--- src/rtl/pipe_pkg.sv ---
// Shared pipeline definitions: stage-register state encoding and the canonical RISC-V NOP.
// Imported by the pipeline stage registers and their perf counters.
package pipe_pkg;

    typedef enum logic [1:0] {
        ST_EMPTY = 2'd0,
        ST_ONE   = 2'd1,
        ST_TWO   = 2'd2
    } pipe_state_e;

    // ADDI x0,x0,0 -- for stages whose bubble must decode as a real instruction
    localparam logic [31:0] NOP_INSTR = 32'h0000_0013;

    function automatic logic [1:0] state_occupancy(input pipe_state_e s);
        case (s)
            ST_ONE:  state_occupancy = 2'd1;
            ST_TWO:  state_occupancy = 2'd2;
            default: state_occupancy = 2'd0;
        endcase
    endfunction

endpackage

--- src/rtl/sat_counter.sv ---
// Saturating up-counter for performance-debug events; cleared only by reset.
module sat_counter #(
    parameter int CNT_W = 16
) (
    input  logic             clk_i,
    input  logic             rst_i,
    input  logic             inc_i,
    output logic [CNT_W-1:0] cnt_o
);

    logic [CNT_W-1:0] r_cnt;

    always_ff @(posedge clk_i or negedge rst_i) begin
        if (!rst_i) begin
            r_cnt <= '0;
        end else if (inc_i && (r_cnt != {CNT_W{1'b1}})) begin
            r_cnt <= r_cnt + CNT_W'(1);
        end
    end

    assign cnt_o = r_cnt;

endmodule

--- src/rtl/pipe_stage_reg.sv ---
// Generic inter-stage pipeline register with valid/ready handshake, optional
// 2-entry skid buffer, flush/hold controls and a saturating stall counter.
module pipe_stage_reg
    import pipe_pkg::*;
#(
    parameter int                 DATA_W    = 64,
    parameter logic [DATA_W-1:0]  NOP_VALUE = '0,
    parameter bit                 SKID_EN   = 1'b1,
    parameter int                 CNT_W     = 16
) (
    input  logic              clk_i,
    input  logic              rst_i,
    input  logic              in_valid_i,
    output logic              in_ready_o,
    input  logic [DATA_W-1:0] in_data_i,
    input  logic              hold_i,
    input  logic              flush_i,
    output logic              out_valid_o,
    input  logic              out_ready_i,
    output logic [DATA_W-1:0] out_data_o,
    output logic [1:0]        occupancy_o,
    output logic [CNT_W-1:0]  stall_cnt_o
);

    pipe_state_e       r_state;
    pipe_state_e       w_state_nxt;
    logic [DATA_W-1:0] r_main_data;
    logic [DATA_W-1:0] r_skid_data;
    logic [DATA_W-1:0] w_main_nxt;
    logic [DATA_W-1:0] w_skid_nxt;

    logic w_main_valid;
    logic w_skid_valid;
    logic w_accept;
    logic w_emit;

    assign w_main_valid = (r_state != ST_EMPTY);
    assign w_skid_valid = (r_state == ST_TWO);

    // With the skid buffer, ready depends only on a flop plus hold, so the
    // downstream ready never propagates combinationally upstream.
    generate
        if (SKID_EN) begin : g_skid_ready
            assign in_ready_o = ~w_skid_valid & ~hold_i;
        end else begin : g_flow_ready
            assign in_ready_o = (~w_main_valid | out_ready_i) & ~hold_i;
        end
    endgenerate

    assign w_accept = in_valid_i & in_ready_o;
    assign w_emit   = w_main_valid & out_ready_i;

    always_comb begin
        w_state_nxt = r_state;
        w_main_nxt  = r_main_data;
        w_skid_nxt  = r_skid_data;
        if (flush_i) begin
            w_state_nxt = ST_EMPTY;
            w_main_nxt  = NOP_VALUE;
            w_skid_nxt  = NOP_VALUE;
        end else begin
            case (r_state)
                ST_EMPTY: begin
                    if (w_accept) begin
                        w_state_nxt = ST_ONE;
                        w_main_nxt  = in_data_i;
                    end
                end
                ST_ONE: begin
                    if (w_accept && w_emit) begin
                        w_main_nxt = in_data_i;
                    end else if (w_accept && SKID_EN) begin
                        w_state_nxt = ST_TWO;
                        w_skid_nxt  = in_data_i;
                    end else if (w_emit) begin
                        w_state_nxt = ST_EMPTY;
                    end
                end
                ST_TWO: begin
                    // Skid is always the younger entry, so it moves up into main.
                    if (w_emit) begin
                        w_state_nxt = ST_ONE;
                        w_main_nxt  = r_skid_data;
                        w_skid_nxt  = NOP_VALUE;
                    end
                end
                default: begin
                    w_state_nxt = ST_EMPTY;
                end
            endcase
        end
    end

    always_ff @(posedge clk_i or negedge rst_i) begin
        if (!rst_i) begin
            r_state     <= ST_EMPTY;
            r_main_data <= NOP_VALUE;
            r_skid_data <= NOP_VALUE;
        end else begin
            r_state     <= w_state_nxt;
            r_main_data <= w_main_nxt;
            r_skid_data <= w_skid_nxt;
        end
    end

    assign out_valid_o = w_main_valid;
    assign out_data_o  = w_main_valid ? r_main_data : NOP_VALUE;
    assign occupancy_o = state_occupancy(r_state);

    sat_counter #(
        .CNT_W (CNT_W)
    ) u_stall_cnt (
        .clk_i (clk_i),
        .rst_i (rst_i),
        .inc_i (w_main_valid & ~out_ready_i),
        .cnt_o (stall_cnt_o)
    );

endmodule
--- config.mk ---
export PLATFORM = sky130hd
export DESIGN_NAME = pipe_stage_reg
export DESIGN_NICKNAME = d
export VERILOG_FILES = /design/src/rtl/pipe_pkg.sv /design/src/rtl/sat_counter.sv /design/src/rtl/pipe_stage_reg.sv
export SDC_FILE = /design/constraint.sdc
export NUM_CORES = 1
export LEC_CHECK = 0
export CAP_MARGIN = 15
export CORE_UTILIZATION = 45
export DETAILED_ROUTE_END_ITERATION = 12
export DONT_BUFFER_PORTS = 1
export SETUP_SLACK_MARGIN = 0.2
export SYNTH_ARGS = -nofsm -noshare
export SYNTH_HDL_FRONTEND = slang
export SYNTH_SLANG_ARGS = --single-unit
--- constraint.sdc ---
create_clock -name clk_i -period 3.1 [get_ports clk_i]
set_input_delay 0.775 -clock clk_i [delete_from_list [all_inputs] [get_ports clk_i]]
set_output_delay 0.775 -clock clk_i [all_outputs]
set_load 0.005 [all_outputs]
# == Yosys cells after proc, flatten, opt, wreduce, memory -nomap -nowiden ==
# Index checks and enable logic that the tools add are counted.
# op_classes
add_sub_neg,1
bitwise,7
n_reduce_logical,9
n_mux,18
n_eq_ne,9
# ops
operator,count
$mux W64,8
$pmux W64 S3,1
$pmux W64 S2,1
$add A16 B1 Y16 const B,1
$ne A16 B16 Y1 const B,1
$mux W2,6
$ne A3 B3 Y1 const B,4
$reduce_and A4 Y1,3
$pmux W2 S3,1
$and A1 B1 Y1,4
$ne A4 B4 Y1 const B,1
$pmux W2 S2,1
$reduce_bool A4 Y1,1
$ne A3 B2 Y1 const B,1
$not A1 Y1,3
$reduce_bool A3 Y1,1
$eq A2 B1 Y1 const B,1
$eq A2 B2 Y1 const B,1
$logic_and A1 B1 Y1,2
$logic_not A2 Y1,1
$reduce_bool A2 Y1,1
# totals
ff_bits,146
wordCells,48
out_inout_bits,84
inputBits,70

# == Logic depth before layout (Yosys ltp) ==
# Gate-level depths: netlist (run 1).
# depth
depth_word,8
ltp_mapped,7
depth_no_buf,5

# == By module ==
# Synthesis (run 1) repeated with hierarchy kept, for this count alone.
# hier_totals
cells_unflattened,724
hier_area_um2,6625.1
# modules_own_cells
mod,area_per_inst_um2,seq_area_each_um2,n_inst,cells_per_inst
pipe_stage_reg,5740.5,3253.1,1,647
sat_counter,884.6,400.4,1,77

# == Worst setup path before layout (run 1) ==
# OpenSTA, ideal clock, no wires.
# synth_path
kind,input port to flip-flop
start,input in_valid_i
end,register r_skid_data[43]
setup_ns,0.127
t_arrival_ns,1.776
path_slack_ns,1.197
t_required_ns,2.973
path_buffers,3
stages,7
cell_sequence,nor2b_1 a311oi_2 buf_4 buf_6 buf_4 nand2_1 o21ai_0
# synth_between
elab_chain_cells,4
word_cells_on_any_way,5
cone_classes,2 x eq/ne; 1 x bitwise; 2 x reduce/logical
# synth_rtl
element,line,source
"start, declared",pipe_stage_reg.sv:13,"input logic in_valid_i,"
$and A1 B1 Y1 *,pipe_stage_reg.sv:50,assign w_accept = in_valid_i & in_ready_o;
$logic_and A1 B1 Y1,pipe_stage_reg.sv:70,if (w_accept && w_emit) begin
$ne A3 B3 Y1 (no line),-,
$reduce_and A4 Y1 (no line) *,-,
"end signal, assigned",pipe_stage_reg.sv:102,r_skid_data <= w_skid_nxt;
"end, declared",pipe_stage_reg.sv:28,logic [DATA_W-1:0] r_skid_data;
# Every way passes the cells marked *; elsewhere a longest branch is shown, timed or not.
# A chain may end at the register's enable or synchronous reset.

# == Worst setup path in the final report (run 1) ==
# layout_path
start,register r_state[0]
end,output out_data_o[60]
# layout_between
elab_chain_cells,2
# layout_rtl
element,line,source
"start, declared",pipe_stage_reg.sv:25,pipe_state_e r_state;
"start signal, assigned",pipe_stage_reg.sv:100,r_state <= w_state_nxt;
$reduce_bool A2 Y1,pipe_stage_reg.sv:37,assign w_main_valid = (r_state != ST_EMPTY);
via out_valid_o,pipe_stage_reg.sv:18,"output logic out_valid_o,"
$mux W64,pipe_stage_reg.sv:107,assign out_data_o = w_main_valid ? r_main_data : NOP_VALUE;
"end, declared",pipe_stage_reg.sv:20,"output logic [DATA_W-1:0] out_data_o,"
# The timed path passes the listed nets, and every way through them passes these cells.

==> impl_metrics.toml, run 1 <==
[synthesis]
postSynthAreaPerCell_um2 = 9.68
yosysWarnings = 0
yosys.area.top_type = "dfrtp_1"
synth_seq_cells = 146
syn_nets = 795
post-synth-top-count-cell = "nand2_1"
synth_common_cells = "nand2_1 (199), dfrtp_1 (146), mux2i_1 (66)"
synth_cell_types = 39
netlist.area_leader.share_pct = 52.1
syn-cell-area_mm2 = 0.00701
synth_edf_count = 0
syn_inst = 724
ys_seq_area_share_pct = 52.1
synth_ff_type = "dfrtp_1"
synthTopCellsByArea = "dfrtp_1 (52%), nand2_1 (11%), mux2i_1 (9.4%)"
async_flop_share_pct = 100

[layout]
layout.nets = 766
syn_to_final_growth_pct = 10.6
antenna_cells = 0
fin_area_mm2 = 0.00775
layout-drive-gt1-share_pct = 6.78
fillCellCount = 1397

[global_route]
met2_usage_pct = 32.6
grt_use_met3_pct = 7.47
use_met1_pct = 25.9
grt.busiest_layer = "met2"
grt_pass1_vias = 4955
grt_max_degree = 147
gr-total-overflow = 0
grt_use_total_pct = 20.5
grt_pass1_wl_um = 25900
antenna_found_initial = 0

[worst_setup_path]
crit_path_start_kind = "register"
timing.reg2reg.setup_slack_ns = 1.01
crit_slowest_cell = "dfrtp_1"
required_ns = 2.32
worstSetupEndpointType = "output port"
reg2regPathDepth = 5
timing.rr.start = "r_state[0]$_DFFE_PN0P_"
worstPathArrival_ns = 1.79
path_buf_inv = 2
crit_type = "reg2out"
critPathTopFamily = "buffers and inverters"
path_cells = "nor2_1, clkinv_1, buf_4, and2_1"
path_max_fanout = 65
critPathMaxStageDelay_ns = 0.47
regToRegEndpoint = "r_main_data[59]$_DFFE_PN0P_"

[timing]
fmax_mhz = 390
worstMarginPinSlew_ns = 0.873
fin_setup_tns_ns = 0
max_slew_margin_pct = 41.8
finalHoldViolations = 0
period_needed_ns = 2.57
maxSlewViolCount = 0
final-setup-viol-count = 0
final.setup_skew_ns = 0.00620
rsz0062_at_grt = "no"
period_share_pct = 82.8

[clocking]
path_clk_slew_ns = 0.06
clockBufferDepth = 2
cts_setup_buffers = 0
cts.sinks = 146
cts_tree = "built"
clock_latency_ns = 0.42
ctsResizeCount = 0
h-tree-depth = 4
cts_root_buffer = "clkbuf_16"
postCtsHoldBufs = 0
numCtsBuffers = 17

[place]
detailed_place.area_mm2 = 0.00708
gp_congestion = 0.803
dp_hpwl_um = 9640
portBuffers = 0

[drt]
routed_via_density = 5.51
via_count = 4940
firstDrtPassIters = 4
drt-wirelength-per-cell_um = 17.5
routed_wl_um = 15700
drt_iter0_markers = 264
drt_drc_violations_left = 0
ant_nets = 0

[run_status]
status = "finished, final reports clean"

[job]
maxCapViolations = 0

[power]
power_uw = 4870
power.density_mw_per_mm2 = 629
leakage_uw = 0.00326
ir_drop_uv = 343

[floorplanning]
die_w_um = 127
pin_count = 154
core.rowCount = 45
die_y_um = 127
die-area_mm2 = 0.0161
start_util_pct = 46.1
core_area_mm2 = 0.0152

[hold_path]
min_path_type = "in2async"
## how the worst max path moves through the flow
| stage | startpoint | to | slack (ns) | cells after the start |
|---|---|---|---|---|
| 3_5_place_dp | in_valid_i | r_main_data[59]$_DFFE_PN0P_ | 0.69 | 5 |
| 2_1_floorplan | in_valid_i | r_skid_data[43]$_DFFE_PN0P_ | 1.20 | 7 |
| 4_1_cts | r_state[0]$_DFFE_PN0P_ | out_data_o[60] | 0.47 | 4 |
| 6_report | r_state[0]$_DFFE_PN0P_ | out_data_o[60] | 0.53 | 4 |
| 3_3_place_gp | in_valid_i | r_main_data[28]$_DFFE_PN0P_ | 0.78 | 5 |
| 5_1_grt | r_state[0]$_DFFE_PN0P_ | out_data_o[60] | 0.35 | 4 |
## cells by family (layout without fill, tap and decap cells)
kind of cell / Yosys count / count (layout) / synth area share, %
AO/OA/AOI/OAI: 135 / 135 / 12.7
buffers and inverters: 62 / 46 / 4.28
flip-flops: 146 / 146 / 52.1
adder cells (fa/ha/maj): 1 / 1 / 0.178
multiplexers: 67 / 67 / 9.59
AND/OR/NAND/NOR: 299 / 299 / 19.4
XOR/XNOR: 14 / 14 / 1.75
## placed cells by master (no fill, tap or decap), types with 6 or more instances in the layout
master	n
bufinv_16	6
clkbuf_16	17
and2_1	64
dfrtp_1	146
mux2i_1	66
o21ai_1	16
nand2_1	199
xnor2_1	9
o21ai_0	48
buf_4	8
nor2_1	7
o31ai_1	64
nor3_1	6
## final cells by class
| type | count | area [um^2] | area share [%] |
|---|---|---|---|
| multi-input combinational | 516 | 3100 | 40.0 |
| sequential | 146 | 3650 | 47.1 |
| tap | 188 | 235 | 3.04 |
| clock buffer | 19 | 433 | 5.59 |
| clock inverter | 13 | 233 | 3.00 |
| timing repair buffer | 9 | 80.1 | 1.03 |
| inverter | 5 | 18.8 | 0.242 |
## report_power, final
| group | leakage [uW] | switching (uW) | internal (uW) | total, uW |
|---|---|---|---|---|
| logic | 0.00104 | 219 | 147 | 366 |
| clock network | 0.000322 | 800 | 1510 | 2310 |
| registers | 0.00190 | 120 | 2080 | 2200 |
## worst register-to-register path, delay by kind of cell, from the launching register on
family | cells | cell delay (ns)
AOI/OAI and AO/OA | 2 | 0.35
buffers and inverters | 1 | 0.73
DFF | 1 | 0.47
and+or+nand+nor | 2 | 0.45
## state kept, by name, indices dropped and copies added (netlist names)
signal,count
r_main_data,64
r_skid_data,64
u_stall_cnt.cnt_o,16
r_state,2
## routing by layer
layer,vias up,wire length [um]
met5,-,0
met4,0,312
met3,21,1100
met2,134,7240
met1,2387,7020
li1,2398,-
## stage by stage
step | instances | worst slack [ns] | utilization (%) | hold slack [ns]
floorplan | 724 | 1.20 | - | 0.440
global placement | 864 | 0.782 | 46.6 | 0.451
detailed placement | 864 | 0.692 | 46.6 | 0.458
CTS | 896 | 0.465 | 51.0 | 0.0343
global route | 896 | 0.354 | 51.0 | 0.0279
finish | 896 | 0.534 | 51.0 | 0.0552
No activity file was read; power rests on OpenSTA's default activity.
==> inputs of run 2 (changes only) <==
- clock period: 3.1 -> 2.3 ns (I/O delays scaled with it)
==> run 2 against run 1 <==
Compared with the run above:
- the flow now finishes with violations (hold timing)
- total power up 34%
- critical endpoint is now out_data_o[12]
- sequential share of layout area down 1.9 points
- utilization up 2.1 points
- largest power group is now registers
- first-iteration DRC count up 42%
- via count up 2.1%
==> impl_metrics.toml, run 2 (synthesis gave the netlist of run 1 again) <==
[place]
gp_congestion = 0.822
dp_hpwl_um = 9810
portBuffers = 0
dp.cells = 870

[timing]
rsz0062_at_grt = "no"
whs_ns = -0.142
finalHoldViolations = 146
worstMarginPinSlew_ns = 0.635
final-setup-viol-count = 0
period_needed_ns = 2.06
fmax_mhz = 487
period_share_pct = 89.4
max_slew_margin_pct = 57.6
maxSlewViolCount = 0
fin_setup_tns_ns = 0
final.setup_skew_ns = 0.0102

[power]
power.density_mw_per_mm2 = 810
leakage_uw = 0.00342
power_uw = 6540
combPwrFrac_pct = 9.4
p_sw_uw = 1540
power.internal_uw = 5000
pwr-share-clk_pct = 45.2
p_sw_share_pct = 23.5
p_seq_share_pct = 45.4
ir_drop_uv = 447

[drt]
firstDrtPassIters = 4
routed_via_density = 5.53
drt-wirelength-per-cell_um = 18.8
drt_drc_violations_left = 0
routed_wl_um = 17100
via_count = 5043
drt_iter0_markers = 376
ant_nets = 0

[floorplanning]
pin_count = 154
core_area_mm2 = 0.0152
die_w_um = 127
start_util_pct = 46.1
die_y_um = 127
die-area_mm2 = 0.0161
core.rowCount = 45

[worst_setup_path]
timing.reg2reg.setup_slack_ns = 0.39
crit_type = "reg2out"
path_cells = "nor2_4, inv_8, clkbuf_16, and2_4"
required_ns = 1.73
crit_path_start_kind = "register"
path_buf_inv = 2
crit_slowest_cell = "dfrtp_2"
worstPathArrival_ns = 1.48
path_max_fanout = 9
worstSetupEndpointType = "output port"
critPathTopFamily = "flip-flops"
critPathMaxStageDelay_ns = 0.43

[global_route]
grt_pass1_vias = 4961
grt_max_degree = 147
antenna_found_initial = 2
grt_use_total_pct = 21.0
gr-total-overflow = 0
grt_pass1_wl_um = 26200

[clocking]
numCtsBuffers = 17
clock_latency_ns = 0.42
path_clk_slew_ns = 0.06
cts_tree = "built"
cts_root_buffer = "clkbuf_16"
clockBufferDepth = 2
cts.sinks = 146
h-tree-depth = 4

[layout]
layout_common_cells = "nand2_1 (199), dfrtp_1 (144), mux2i_1 (66), o31ai_1 (64), and2_1 (50)"
layout.nets = 783
layout-drive-gt1-share_pct = 11.5
antenna_cells = 0
finish.utilization_pct = 53.1
stdcell_count = 912
layout_commonest_cell = "nand2_1"
syn_to_final_growth_pct = 15.2

[run_status]
violations = "hold timing"
status = "finished, violations left"

[job]
maxCapViolations = 0

[hold_path]
min_path_type = "in2async"
## run 2: stage by stage
| stage | area, um^2 | setup WS, ns |
|---|---|---|
| after floorplan | 7010 | 0.505 |
| after global placement | 7190 | 0.369 |
| after detailed placement | 7190 | 0.292 |
| after CTS | 7910 | 0.226 |
| after global routing | 8070 | 0.204 |
| final | 8070 | 0.245 |
## run 2: timing repair
action	in CTS	in global routing
buffers inserted	3	1
gates resized for setup	10	15
endpoints found under the hold margin	146	146
endpoints found under the setup margin	65	34
pin swaps	1	8
gates cloned	1	6
## run 2: path summary, 6_finish.rpt
check                                                   end                  startpoint  cells after the start
worst max register to register  r_skid_data[23]$_DFFE_PN0P_      r_state[1]$_DFFE_PN0P_                      5
worst max-delay path                         out_data_o[12]      r_state[1]$_DFFE_PN0P_                      4
worst min-delay path            r_main_data[11]$_DFFE_PN0P_                       rst_i                      0
max in group asynchronous            r_state[1]$_DFFE_PN0P_                       rst_i                      0
min in group clk_i                   r_state[1]$_DFFE_PN0P_                 out_ready_i                      1
worst min register to register   r_main_data[5]$_DFFE_PN0P_  r_main_data[5]$_DFFE_PN0P_                      2
## run 2: worst register-to-register path, stage by stage, from the launching register on
cell and delay [ns]:
dfrtp_2 0.43, buf_4 0.16, and3b_1 0.24, a311oi_4 0.54
buf_12 0.28, o21ai_0 0.13
## run 2: final cells by class
cell class                 instances  area (um^2)
fill                            1352         7130
sequential                       146         3660
multi-input combinational        516         3140
clock buffer                      22          484
timing repair buffer              26          380
tap                              188          235
clock inverter                     9          153
inverter                           5         26.3
## run 2: metal layers
layer / vias up / global-route usage, % / part of all wire (%) / routed length, um
li1: 2435 / - / - / -
met1: 2453 / 27.2 / 45 / 7790
met2: 137 / 33.8 / 47 / 8040
met3: 18 / 6.24 / 6.4 / 1090
met4: 0 / 6.72 / 1.2 / 211
met5: - / 0 / 0 / 0
## run 2: power groups by stage
stage	Clock (uW)	Combinational (uW)	Sequential [uW]
global route	3130	697	3000
global placement	0	501	3000
CTS	3020	556	2960
detailed placement	0	524	3010
floorplan	0	436	2960
finish	2960	614	2970
==> inputs of run 3 (changes only) <==
- CORE_ASPECT_RATIO: not set -> 0.8
- GPL_ROUTABILITY_DRIVEN: not set -> 0
==> run 3 against run 2 <==
Compared with the run above:
- the flow still finishes with violations (hold timing)
- sequential power about the same
- utilization shrank 1.6 points
- wire length decreased by 8.1%
- cell count rose by 1.1%
- critical path depth unchanged
- largest cell class unchanged
- largest power group unchanged
==> impl_metrics.toml, run 3 (synthesis gave the netlist of run 1 again) <==
[floorplanning]
pin_count = 154
die_y_um = 114
die-area_mm2 = 0.0161
start_util_pct = 46.4
core.rowCount = 40
core_area_mm2 = 0.0151
die_w_um = 142

[clocking]
numCtsBuffers = 17
clock_latency_ns = 0.41
path_clk_slew_ns = 0.06
cts.sinks = 146
clockBufferDepth = 2
h-tree-depth = 4
cts_tree = "built"
cts_root_buffer = "clkbuf_16"

[timing]
final-setup-viol-count = 0
period_needed_ns = 2.01
whs_ns = -0.138
max_slew_margin_pct = 50.6
final.setup.worst_slack_ns = 0.288
period_share_pct = 87.5
fin_setup_tns_ns = 0
fmax_mhz = 497
finalHoldViolations = 146
worstMarginPinSlew_ns = 0.734
final.setup_skew_ns = 0.00877
maxSlewViolCount = 0
rsz0062_at_grt = "no"

[worst_setup_path]
critPathMaxStageDelay_ns = 0.40
worstSetupEndpointType = "output port"
critPathTopFamily = "flip-flops"
crit_slowest_cell = "dfrtp_1"
crit_type = "reg2out"
path_max_fanout = 31
worstPathArrival_ns = 1.44
path_buf_inv = 2
required_ns = 1.73
crit_path_start_kind = "register"
path_cells = "nor2_2, inv_2, clkbuf_16, and2_1"
timing.reg2reg.setup_slack_ns = 0.34

[layout]
antenna_cells = 0
layout_commonest_cell = "nand2_1"
syn_to_final_growth_pct = 11.0
layout-drive-gt1-share_pct = 7.72
layout.nets = 771
layout_common_cells = "nand2_1 (199), dfrtp_1 (145), mux2i_1 (66), and2_1 (64), o31ai_1 (64)"
stdcell_count = 922
fin_area_mm2 = 0.00778

[drt]
ant_nets = 0
drt_drc_violations_left = 0
firstDrtPassIters = 4
routed_wl_um = 15700
drt_iter0_markers = 321
routed_via_density = 5.30
drt-wirelength-per-cell_um = 17.1
via_count = 4888

[place]
dp.cells = 886
dp_hpwl_um = 9540
post-place-ws_ns = 0.228
portBuffers = 0
detailed_place.area_mm2 = 0.00716

[run_status]
status = "finished, violations left"
violations = "hold timing"

[global_route]
grt_pass1_vias = 4747
grt_pass1_wl_um = 25500
gr-total-overflow = 0
grt_use_total_pct = 20.3
grt_max_degree = 147
antenna_found_initial = 0

[hold_path]
min_path_type = "in2async"

[power]
leakage_uw = 0.00326
combPwrFrac_pct = 8.7
ir_drop_uv = 475
power.density_mw_per_mm2 = 775
p_sw_uw = 1480
power.internal_uw = 4550
p_sw_share_pct = 24.6
pwr-share-clk_pct = 42.2
p_seq_share_pct = 49.1

[job]
maxCapViolations = 0
==> run 3: cell count changes in the layout (fill, tap and decap cells not counted), sizes merged <==
cell,previous run,this run
clkbuf,26,22
clkinv,5,6
buf,22,13
bufinv,4,1
clkinvlp,0,3
==> run 3: worst paths after layout <==
path                                               endpoint  cells after the start                        start
worst max-delay path                         out_data_o[58]                      4       r_state[1]$_DFFE_PN0P_
worst min-delay path            r_skid_data[50]$_DFFE_PN0P_                      0                        rst_i
worst max register to register  r_skid_data[10]$_DFFE_PN0P_                      5       r_state[0]$_DFFE_PN0P_
worst min register to register  r_main_data[19]$_DFFE_PN0P_                      2  r_main_data[19]$_DFFE_PN0P_
max in group asynchronous       r_skid_data[26]$_DFFE_PN0P_                      0                        rst_i
min in group clk_i                   r_state[1]$_DFFE_PN0P_                      1                  out_ready_i
==> run 3: worst register-to-register path, stage by stage (launching register included) <==
cell and delay (ns):
dfrtp_2 0.41, buf_4 0.16, and2b_1 0.23, a311oi_4 0.31
buf_12 0.38, o21ai_0 0.32
==> run 3: power by group through the flow <==
stage	sequential (uW)	clock, uW	combinational, uW
2_1_floorplan	2960	0	436
3_3_place_gp	3000	0	483
3_5_place_dp	3010	0	508
4_1_cts	2960	2630	515
5_1_grt	2990	2730	595
6_report	2960	2550	523
==> run 3: metrics by stage <==
step           utilization, %  hold slack (ns)  total power (uW)
2_1_floorplan               -            0.279              3390
3_3_place_gp             47.4            0.285              3480
3_5_place_dp             47.4            0.284              3520
4_1_cts                  51.3           -0.160              6100
5_1_grt                  51.5           -0.167              6320
6_report                 51.5           -0.138              6030
==> run 3: routing by layer <==
metal	wire length (um)	global-route usage, %
met1	7490	27.0
met3	1150	8.06
met4	61	5.66
met2	7040	30.8
met5	0	0
==> run 3: area by class of cell <==
class,instances,area [um^2]
tap,210,263
clock inverter,10,86.3
timing repair buffer,14,198
sequential,146,3650
clock buffer,21,460
inverter,5,18.8
fill,1385,7330
multi-input combinational,516,3100
==> run 3: what timing repair did <==
action | 4_1_cts | 5_1_grt
gates resized for setup | 5 | 1
endpoints found under the setup margin | 66 | 64
cloned | 0 | 1
hold endpoints to repair | 146 | 146
buffers inserted | 3 | 1
